`src/rtl/mux4_arbiter.sv`:
```
`default_nettype none
// ============================================================================
// Module   : mux4_arbiter
// Purpose  : Round-robin arbiter driving a 4:1 mux select, with bounded hold
//            time per grant and a mandatory idle bubble between grants.
// Revision : 1.0  initial release
// ============================================================================
module mux4_arbiter #(
    parameter int MAX_HOLD = 8
) (
    input  logic       clk,
    input  logic       rst,
    input  logic [3:0] req,
    output logic [3:0] gnt,
    output logic       s0,
    output logic       s1,
    output logic       busy
);

    localparam logic [7:0] C_MAX_HOLD = 8'(MAX_HOLD);

    typedef enum logic [0:0] {
        ST_IDLE  = 1'b0,
        ST_GRANT = 1'b1
    } state_t;

    state_t     r_state;
    logic [3:0] r_gnt;
    logic [1:0] r_sel;
    logic       r_busy;
    logic [1:0] r_ptr;
    logic [7:0] r_hold;

    logic [6:0] w_dbl;
    logic [3:0] w_rot;
    logic [1:0] w_off;
    logic [1:0] w_pick;
    logic       w_found;
    logic       w_release;

    // Rotate req so bit k is requester (ptr+k) mod 4; lowest set bit wins.
    assign w_dbl   = {req[2:0], req};
    assign w_rot   = w_dbl[r_ptr +: 4];
    assign w_found = |req;
    assign w_pick  = r_ptr + w_off;

    always_comb begin
        w_off = 2'd0;
        casez (w_rot)
            4'b???1: w_off = 2'd0;
            4'b??10: w_off = 2'd1;
            4'b?100: w_off = 2'd2;
            4'b1000: w_off = 2'd3;
            default: w_off = 2'd0;
        endcase
    end

    assign w_release = !req[r_sel] || (r_hold == C_MAX_HOLD);

    always_ff @(posedge clk) begin
        if (rst) begin
            r_state <= ST_IDLE;
            r_gnt   <= 4'b0000;
            r_sel   <= 2'd0;
            r_busy  <= 1'b0;
            r_ptr   <= 2'd0;
            r_hold  <= 8'd0;
        end else begin
            case (r_state)
                ST_IDLE: begin
                    if (w_found) begin
                        r_state <= ST_GRANT;
                        r_gnt   <= 4'b0001 << w_pick;
                        r_sel   <= w_pick;
                        r_busy  <= 1'b1;
                        r_hold  <= 8'd1;
                    end
                end
                ST_GRANT: begin
                    // Select is left at the last owner while idle.
                    if (w_release) begin
                        r_state <= ST_IDLE;
                        r_gnt   <= 4'b0000;
                        r_busy  <= 1'b0;
                        r_ptr   <= r_sel + 2'd1;
                        r_hold  <= 8'd0;
                    end else begin
                        r_hold  <= r_hold + 8'd1;
                    end
                end
                default: r_state <= ST_IDLE;
            endcase
        end
    end

    assign gnt  = r_gnt;
    assign s0   = r_sel[0];
    assign s1   = r_sel[1];
    assign busy = r_busy;

endmodule
`default_nettype wire

```
`config.mk`:
```
export PLATFORM = sky130hd
export DESIGN_NAME = mux4_arbiter
export DESIGN_NICKNAME = d
export VERILOG_FILES = /design/src/rtl/mux4_arbiter.sv
export SDC_FILE = /design/constraint.sdc
export NUM_CORES = 1
export LEC_CHECK = 0
export ABC_AREA = 1
export CAP_MARGIN = 20
export CELL_PAD_IN_SITES_DETAIL_PLACEMENT = 0
export CELL_PAD_IN_SITES_GLOBAL_PLACEMENT = 1
export CORE_ASPECT_RATIO = 0.7
export CORE_MARGIN = 2
export CORE_UTILIZATION = 41
export DETAILED_ROUTE_END_ITERATION = 10
export PLACE_DENSITY_LB_ADDON = 0.1
export REMOVE_ABC_BUFFERS = 1
export SLEW_MARGIN = 20
export SYNTH_ARGS = -nofsm -noshare
export SYNTH_HDL_FRONTEND = slang
export SYNTH_SLANG_ARGS = --single-unit
```
`constraint.sdc`:
```
create_clock -name clk -period 5.5 [get_ports clk]
set_clock_uncertainty 0.15 [all_clocks]
set_input_delay 0.825 -clock clk [delete_from_list [all_inputs] [get_ports clk]]
set_output_delay 0.825 -clock clk [all_outputs]
set_load 0.005 [all_outputs]
```
# Yosys cells after proc, flatten, opt, wreduce, memory -nomap -nowiden
# Cells that the tools add are included.
# totals
reg_bits	18
input_bits	6
out_inout_bits	7
wordCells	40
# op_classes
n_addsub	3
order_cmp	1
eq_ne	6
shift	2
muxes	15
bitwise	1
reduce_logical	6
# ops
operator	count
$mux 8	2
$pmux 8 s2	1
$add 8x1->8 const B	1
$eq 8x4->1 const B	1
$mux 4	2
$pmux 4 s2	1
$shiftx 7x3->4	1
$pmux 2 s3	1
$reduce_and 2->1	3
$mux 1	5
$eq 4x4->1 const B	1
$pmux 1 s2	2
$reduce_or 4->1	1
$shl 1x2->4 const A	1
$eq 3x3->1 const B	1
$lt 2x3->1 const B	1
$add 2x1->2 const B	1
$add 2x2->2	1
$bmux 1 s2	1
$eq 2x2->1 const B	1
$ne 2x1->1 const B	1
$ne 2x2->1 const B	1
$logic_not 1->1	1
$logic_or 1x1->1	1
$not 1->1	1

# Logic depth before layout (Yosys ltp)
# Gate-level depths: netlist of run 1.
# logic_depth
word_depth	7
depth_mapped	13
ltp_nobuf	13

# Worst setup path before layout of run 1
# No wires, ideal clock.
# synth_path
kind	input port to flip-flop
from	input port req[1]
to	register r_gnt[0] (netlist: gnt[0])
setup_time_ns	0.113
t_arrival_ns	1.929
required_ns	5.237
slack_ns	3.308
stages	12
path_buffers	0
path_cell_list	nand2_1 > nand3_1 > nand2_1 > nand3_1 > a21boi_0 > ha_1 > xor2_1 > inv_1 > nand2_2 > nand2_2 > nand2_1 > nand2_1
# synth_between
elab_chain_len	7
word_cells_on_any_way	17
cone_classes	add/sub: 1; eq/ne: 5; shift: 2; mux: 5; reduce/logical: 4
# synth_rtl
element	line	text
start: declaration	13	input logic [3:0] req,
$shiftx 7x3->4	43	assign w_rot = w_dbl[r_ptr +: 4];
$eq 4x4->1, or another cell as far along	49	casez (w_rot)
$pmux 2 s3	49	
$add 2x2->2	45	assign w_pick = r_ptr + w_off;
$shl 1x2->4	73	r_gnt <= 4'b0001 << w_pick;
$mux 4	71	if (w_found) begin
$pmux 4 s2	69	case (r_state)
end signal: assignment	73	
end: declaration	28	logic [3:0] r_gnt;
# Several ways; a longest one is shown, not always the timed one. The select of a mux whose other input is x is not followed.
# A chain may end at the register's enable or synchronous reset.

# Worst setup path in the final report of run 1
# layout_path
from	input port req[3]
to	register r_gnt[1] (netlist: gnt[1])
# The elaborated chain is that of the path after synthesis.

==> results.cfg, run 1 <==
[place]
dpl.hpwl_mm = 1.86
gp_congestion = 0.866
portBuffers = 12
place_inst = 201
pre_cts_slack_ns = 2.61

[synthesis]
synthTopCellsByCount = nand2_1 (40), nand3_1 (23), dfxtp_1 (18)
yosys.area.top_type = dfxtp_1
postSynthAreaPerCell_um2 = 6.62
synth_area_um2 = 1030
netlist_top_cells_area = dfxtp_1 (35%), nand2_1 (15%), nand3_1 (11%)
synth_edf_count = 0
async_flop_share_pct = 0
ys_seq_elements = 18
synth_cells = 156
ys_warn_count = 0
synth_top_area_share_pct = 34.9
yosysMostFrequentCell = nand2_1
synth-main-ff-cell = dfxtp_1
ys_seq_area_share_pct = 34.9
yosysUniqueCellTypes = 21

[worst_hold_path]
worstHoldPathType = flip-flop to flip-flop
min_path_cells = 2

[critical_path]
endpoint_kind = flip-flop
worst_setup_path_start_kind = primary input
required_ns = 5.55
worst_ep_arrival_time_ns = 2.63
crit_type = primary input to flip-flop
rr_worst_depth = 13
cp_max_fo = 4

[die]
coreArea_um2 = 2420
die-area_um2 = 2940
die_y_um = 46.0
start_util_pct = 42.6
num_rows = 15
ios = 13
chipWidth_um = 64.0

[power]
total_power_mw = 0.375
p_per_area_nw_per_um2 = 305
p_sw_share_pct = 35.9
seqPwrFrac_pct = 44.2
intPower_mw = 0.241
vdd_drop_max_mv = 0.163
p_clk_share_pct = 22.4
p_comb_share_pct = 33.4
p_leak_nw = 0.543
p_switching_mw = 0.134

[clocking]
clk_pin_slew_ns = 0.11
cts_made_buffers = 3
cts.htree.levels = 1
clock_sinks = 18
clock_path_buffers = 2
cts_tree = done
post_cts_buffers = 0
clock_latency_ns = 0.30
cts_resized = 0
hold_buffers = 0
cts-root-buf = clkbuf_4

[global_routing]
grt_pass1_vias = 874
grt-ovfl-total = 0
grt_usage_pct = 18.2
grt_first_pass_wirelength_mm = 4.04
grt_start_max_net_pins = 13
antenna_found_initial = 0

[route]
drtPass1Iterations = 4
wl_per_cell_um = 11.6
vias = 1004
drtIter0Drc = 71
routed_wl_mm = 2.37
ant_nets = 0
vias_per_cell = 4.90
route.detailed.drc = 0

[timing]
post-route-min-period_ns = 2.58
setup_viol = 0
setup_ws_ns = 2.92
finalMaxSlewViolations = 0
tightest_slew_ns = 0.369
finalSetupTns_ns = 0
whs_ns = 0.331
relSlewSlack_pct = 75.4
clock.fmax_mhz = 388
finalCritPeriodShare_pct = 46.9
hold_violations = 0
rsz0062_at_grt = false

[layout]
diodes = 0
post_layout_nonfiller_instances = 205
nFillCells = 259
fin_nets = 181
drive_above_1_share_pct = 9.94
area_delta_synth_final_pct = 18.9

[job]
drv_cap = 0

[outcome]
status = completed
[power by group through the flow]
stage | combinational (mW) | clock (mW) | sequential, mW
2_1_floorplan | 0.0803 | 0 | 0.166
3_3_place_gp | 0.124 | 0 | 0.169
3_5_place_dp | 0.125 | 0 | 0.168
4_1_cts | 0.126 | 0.0848 | 0.166
5_1_grt | 0.145 | 0.0896 | 0.169
6_report | 0.125 | 0.0839 | 0.166
[critical path, stage by stage]
cell and delay, ns:
clkdlybuf4s50_1 0.46, nand2_1 0.12, nand3_1 0.08, nand2_1 0.13
nand3_1 0.08, a21boi_0 0.18, ha_1 0.18, xor2_1 0.23
inv_1 0.08, nand2_2 0.11, nand2_2 0.06, nand2_1 0.05
nand2_1 0.04
[logic make-up after synthesis]
kind of cell | share of synthesized area (%)
AOI/OAI and AO/OA | 7.27
xor gates and xnor gates | 5.09
DFF | 34.9
buffers and inverters | 7.39
and+or+nand+nor | 41.7
adders and majority gates | 3.64
[metal layers]
metal | vias to the layer above | GRT usage, % | share of wire (%)
met1 | 443 | 26.6 | 54
met5 | - | 0 | 0
met2 | 21 | 25.8 | 39
met3 | 2 | 5.94 | 6.2
met4 | 0 | 3.91 | 0.42
li1 | 538 | - | -
[cells in the final DEF (no fill, tap or decap)]
master / count
clkinv_2: 1
nand2_1: 40
ha_1: 3
nor2_2: 2
nand4_1: 7
nand3b_1: 1
a21oi_1: 7
nor2_1: 16
clkbuf_4: 3
a21boi_0: 1
xor2_1: 5
clkdlybuf4s50_1: 12
o21ai_1: 2
nand2_2: 5
inv_1: 14
inv_2: 4
clkbuf_8: 1
dfxtp_1: 18
o211ai_1: 1
o21ai_0: 3
nand3_2: 1
xnor2_1: 1
nand3_1: 23
[flip-flops by register name, summed over array words and instances, names as in the netlist]
signal	cells
r_sel	2
r_ptr	2
r_hold	8
r_state	1
gnt	4
busy	1
[per-stage QoR]
stage	area [µm²]	util, %
floorplan	1030	-
global placement	1190	49.2
detailed placement	1190	49.2
CTS	1230	50.7
global route	1230	50.7
finish	1230	50.7
[worst paths after layout]
kind,start,to,slack [ns]
worst min register to register,busy$_SDFFE_PP0P_,busy$_SDFFE_PP0P_,0.33
worst max-delay path,req[3],gnt[1]$_SDFFE_PP0P_,2.92
worst max register to register,r_ptr[0]$_SDFFE_PP0P_,gnt[1]$_SDFFE_PP0P_,3.35
worst min-delay path,busy$_SDFFE_PP0P_,busy$_SDFFE_PP0P_,0.33
[cell type report]
cell class | count | area [µm²] | share of cell area, %
well taps | 34 | 42.5 | 3.47
inverters | 19 | 72.6 | 5.91
repair buffers | 12 | 120 | 9.79
multi-input cells | 118 | 596 | 48.5
clock buffers | 4 | 36.3 | 2.96
flip-flops and latches | 18 | 360 | 29.4
(Power assumes the default switching activity.)
==> run 2, diff against run 1 <==
- CORE_UTILIZATION: 41 -> 38
- clock period: 5.5 -> 2.4 ns (I/O delays scaled with it)
==> results.cfg, run 2 (same netlist as run 1, synthesis figures left out) <==
[route]
ant_nets = 0
drtPass1Iterations = 4
drtIter0Drc = 83
vias = 994
routed_wl_mm = 2.42
wl_per_cell_um = 11.8
vias_per_cell = 4.87
route.detailed.drc = 0

[layout]
final-seq-area_um2 = 360
drive_above_1_share_pct = 9.41
regMostFlops = r_hold
multi_input_comb_area_um2 = 596
area_delta_synth_final_pct = 19.4
nFillCells = 272
diodes = 0
layout_common_cells = nand2_1 (40), nand3_1 (23), dfxtp_1 (18)
layout_commonest_cell = nand2_1
largest_reg_flops = 8
fin_nets = 181
finalInstanceArea_um2 = 1230

[outcome]
status = completed

[global_routing]
grt_first_pass_wirelength_mm = 3.91
antenna_found_initial = 0
grt_usage_pct = 17.3
grt_pass1_vias = 835
grt_start_max_net_pins = 13
grt-ovfl-total = 0

[clocking]
clock_latency_ns = 0.25
cts_tree = done
cts_resized = 0
cts_made_buffers = 3
clock_path_buffers = 2
cts-root-buf = clkbuf_8
clk_pin_slew_ns = 0.07
hold_buffers = 0
post_cts_buffers = 0
clock_sinks = 18
cts.htree.levels = 1

[timing]
hold_violations = 0
relSlewSlack_pct = 75.8
tightest_slew_ns = 0.362
finalMaxSlewViolations = 0
post-route-min-period_ns = 2.16
whs_ns = 0.315
finalCritPeriodShare_pct = 89.9
setup_viol = 0
clock.fmax_mhz = 464
rsz0062_at_grt = false

[die]
start_util_pct = 41.0
die_y_um = 47.6
die-area_um2 = 3160
coreArea_um2 = 2510
num_rows = 15
ios = 13
chipWidth_um = 66.3

[power]
p_per_area_nw_per_um2 = 716
p_comb_share_pct = 32.7
intPower_mw = 0.571
p_clk_share_pct = 24.0
vdd_drop_max_mv = 0.315
p_leak_nw = 0.544
p_sw_share_pct = 35.4
seqPwrFrac_pct = 43.3
p_switching_mw = 0.312

[critical_path]
crit_buf_inv = 2
crit_path_top_delay_cell = clkdlybuf4s50_1
endpoint_kind = flip-flop
crit_top_cell = nand2_1
crit_type = primary input to flip-flop
cp_max_fo = 4
worst_setup_path_start_kind = primary input
crit_path_max_incr_delay_ns = 0.45
crit_chain = clkdlybuf4s50_1 -> nand2_1 -> nand3_1 -> nand2_1 -> nand3_1 -> a21boi_0 -> ha_1 -> xor2_1 -> inv_1 -> nand2_2 -> nand2_2 -> nand2_1 -> nand2_1
worst_ep_arrival_time_ns = 2.16
required_ns = 2.40
crit_family = simple AND/OR/NAND/NOR gates

[place]
portBuffers = 12
place_area_um2 = 1190
dpl.hpwl_mm = 1.86
gp_congestion = 0.896

[worst_hold_path]
worstHoldPathType = flip-flop to flip-flop

[job]
drv_cap = 0
run 2: cell count changes in the layout (fill, tap and decap cells not counted):
cell and change:
clkbuf_8 +2, clkbuf_4 -3
run 2: final cells by class:
cell class	instances	share of cell area, %
Tap cell	34	3.45
Timing Repair Buffer	12	9.75
Multi-Input combinational cell	118	48.3
Inverter	19	5.89
Clock buffer	3	3.35
Sequential cell	18	29.2
run 2: per-layer routing:
metal	vias up	global-route usage, %	wire, µm
met5	-	0	0
met4	0	7.35	34
met3	5	5.65	117
met2	20	23.6	897
met1	426	25.0	1370
li1	543	-	-
run 2: power groups by stage:
stage               clock [mW]  combinational [mW]  sequential [mW]
global placement             0               0.286            0.387
CTS                      0.223               0.289            0.381
floorplan                    0               0.184            0.379
detailed placement           0               0.288            0.387
finish                   0.212               0.289            0.383
global route             0.232               0.330            0.389
run 2: path summary, 6_finish.rpt:
kind	startpoint	end	slack [ns]	depth (start not counted)
worst max-delay path	req[1]	gnt[1]$_SDFFE_PP0P_	0.24	13
worst min-delay path	busy$_SDFFE_PP0P_	busy$_SDFFE_PP0P_	0.32	2
worst max register to register	r_ptr[0]$_SDFFE_PP0P_	gnt[1]$_SDFFE_PP0P_	0.25	13
worst min register to register	busy$_SDFFE_PP0P_	busy$_SDFFE_PP0P_	0.32	2
run 2: worst reg2reg max path: cells and delay by family, from the launching register on:
family          cells  cell delay [ns]
compound gates      1             0.18
xor+xnor            1             0.22
fa+ha+maj           1             0.19
buf+inv             2             0.17
flops               1             0.48
simple gates        8             0.65
run 2: metrics by stage:
stage                     setup WS [ns]  setup TNS (ns)  std cells  power, mW  util, %
after floorplan                   0.571               0        155      0.563        -
after global placement           0.0472               0        201      0.673     47.4
after detailed placement       -0.00644        -0.00644        201      0.675     47.4
after CTS                         0.259               0        204      0.894     49.0
after global routing             0.0482               0        204      0.950     49.0
final                             0.243               0        204      0.883     49.0
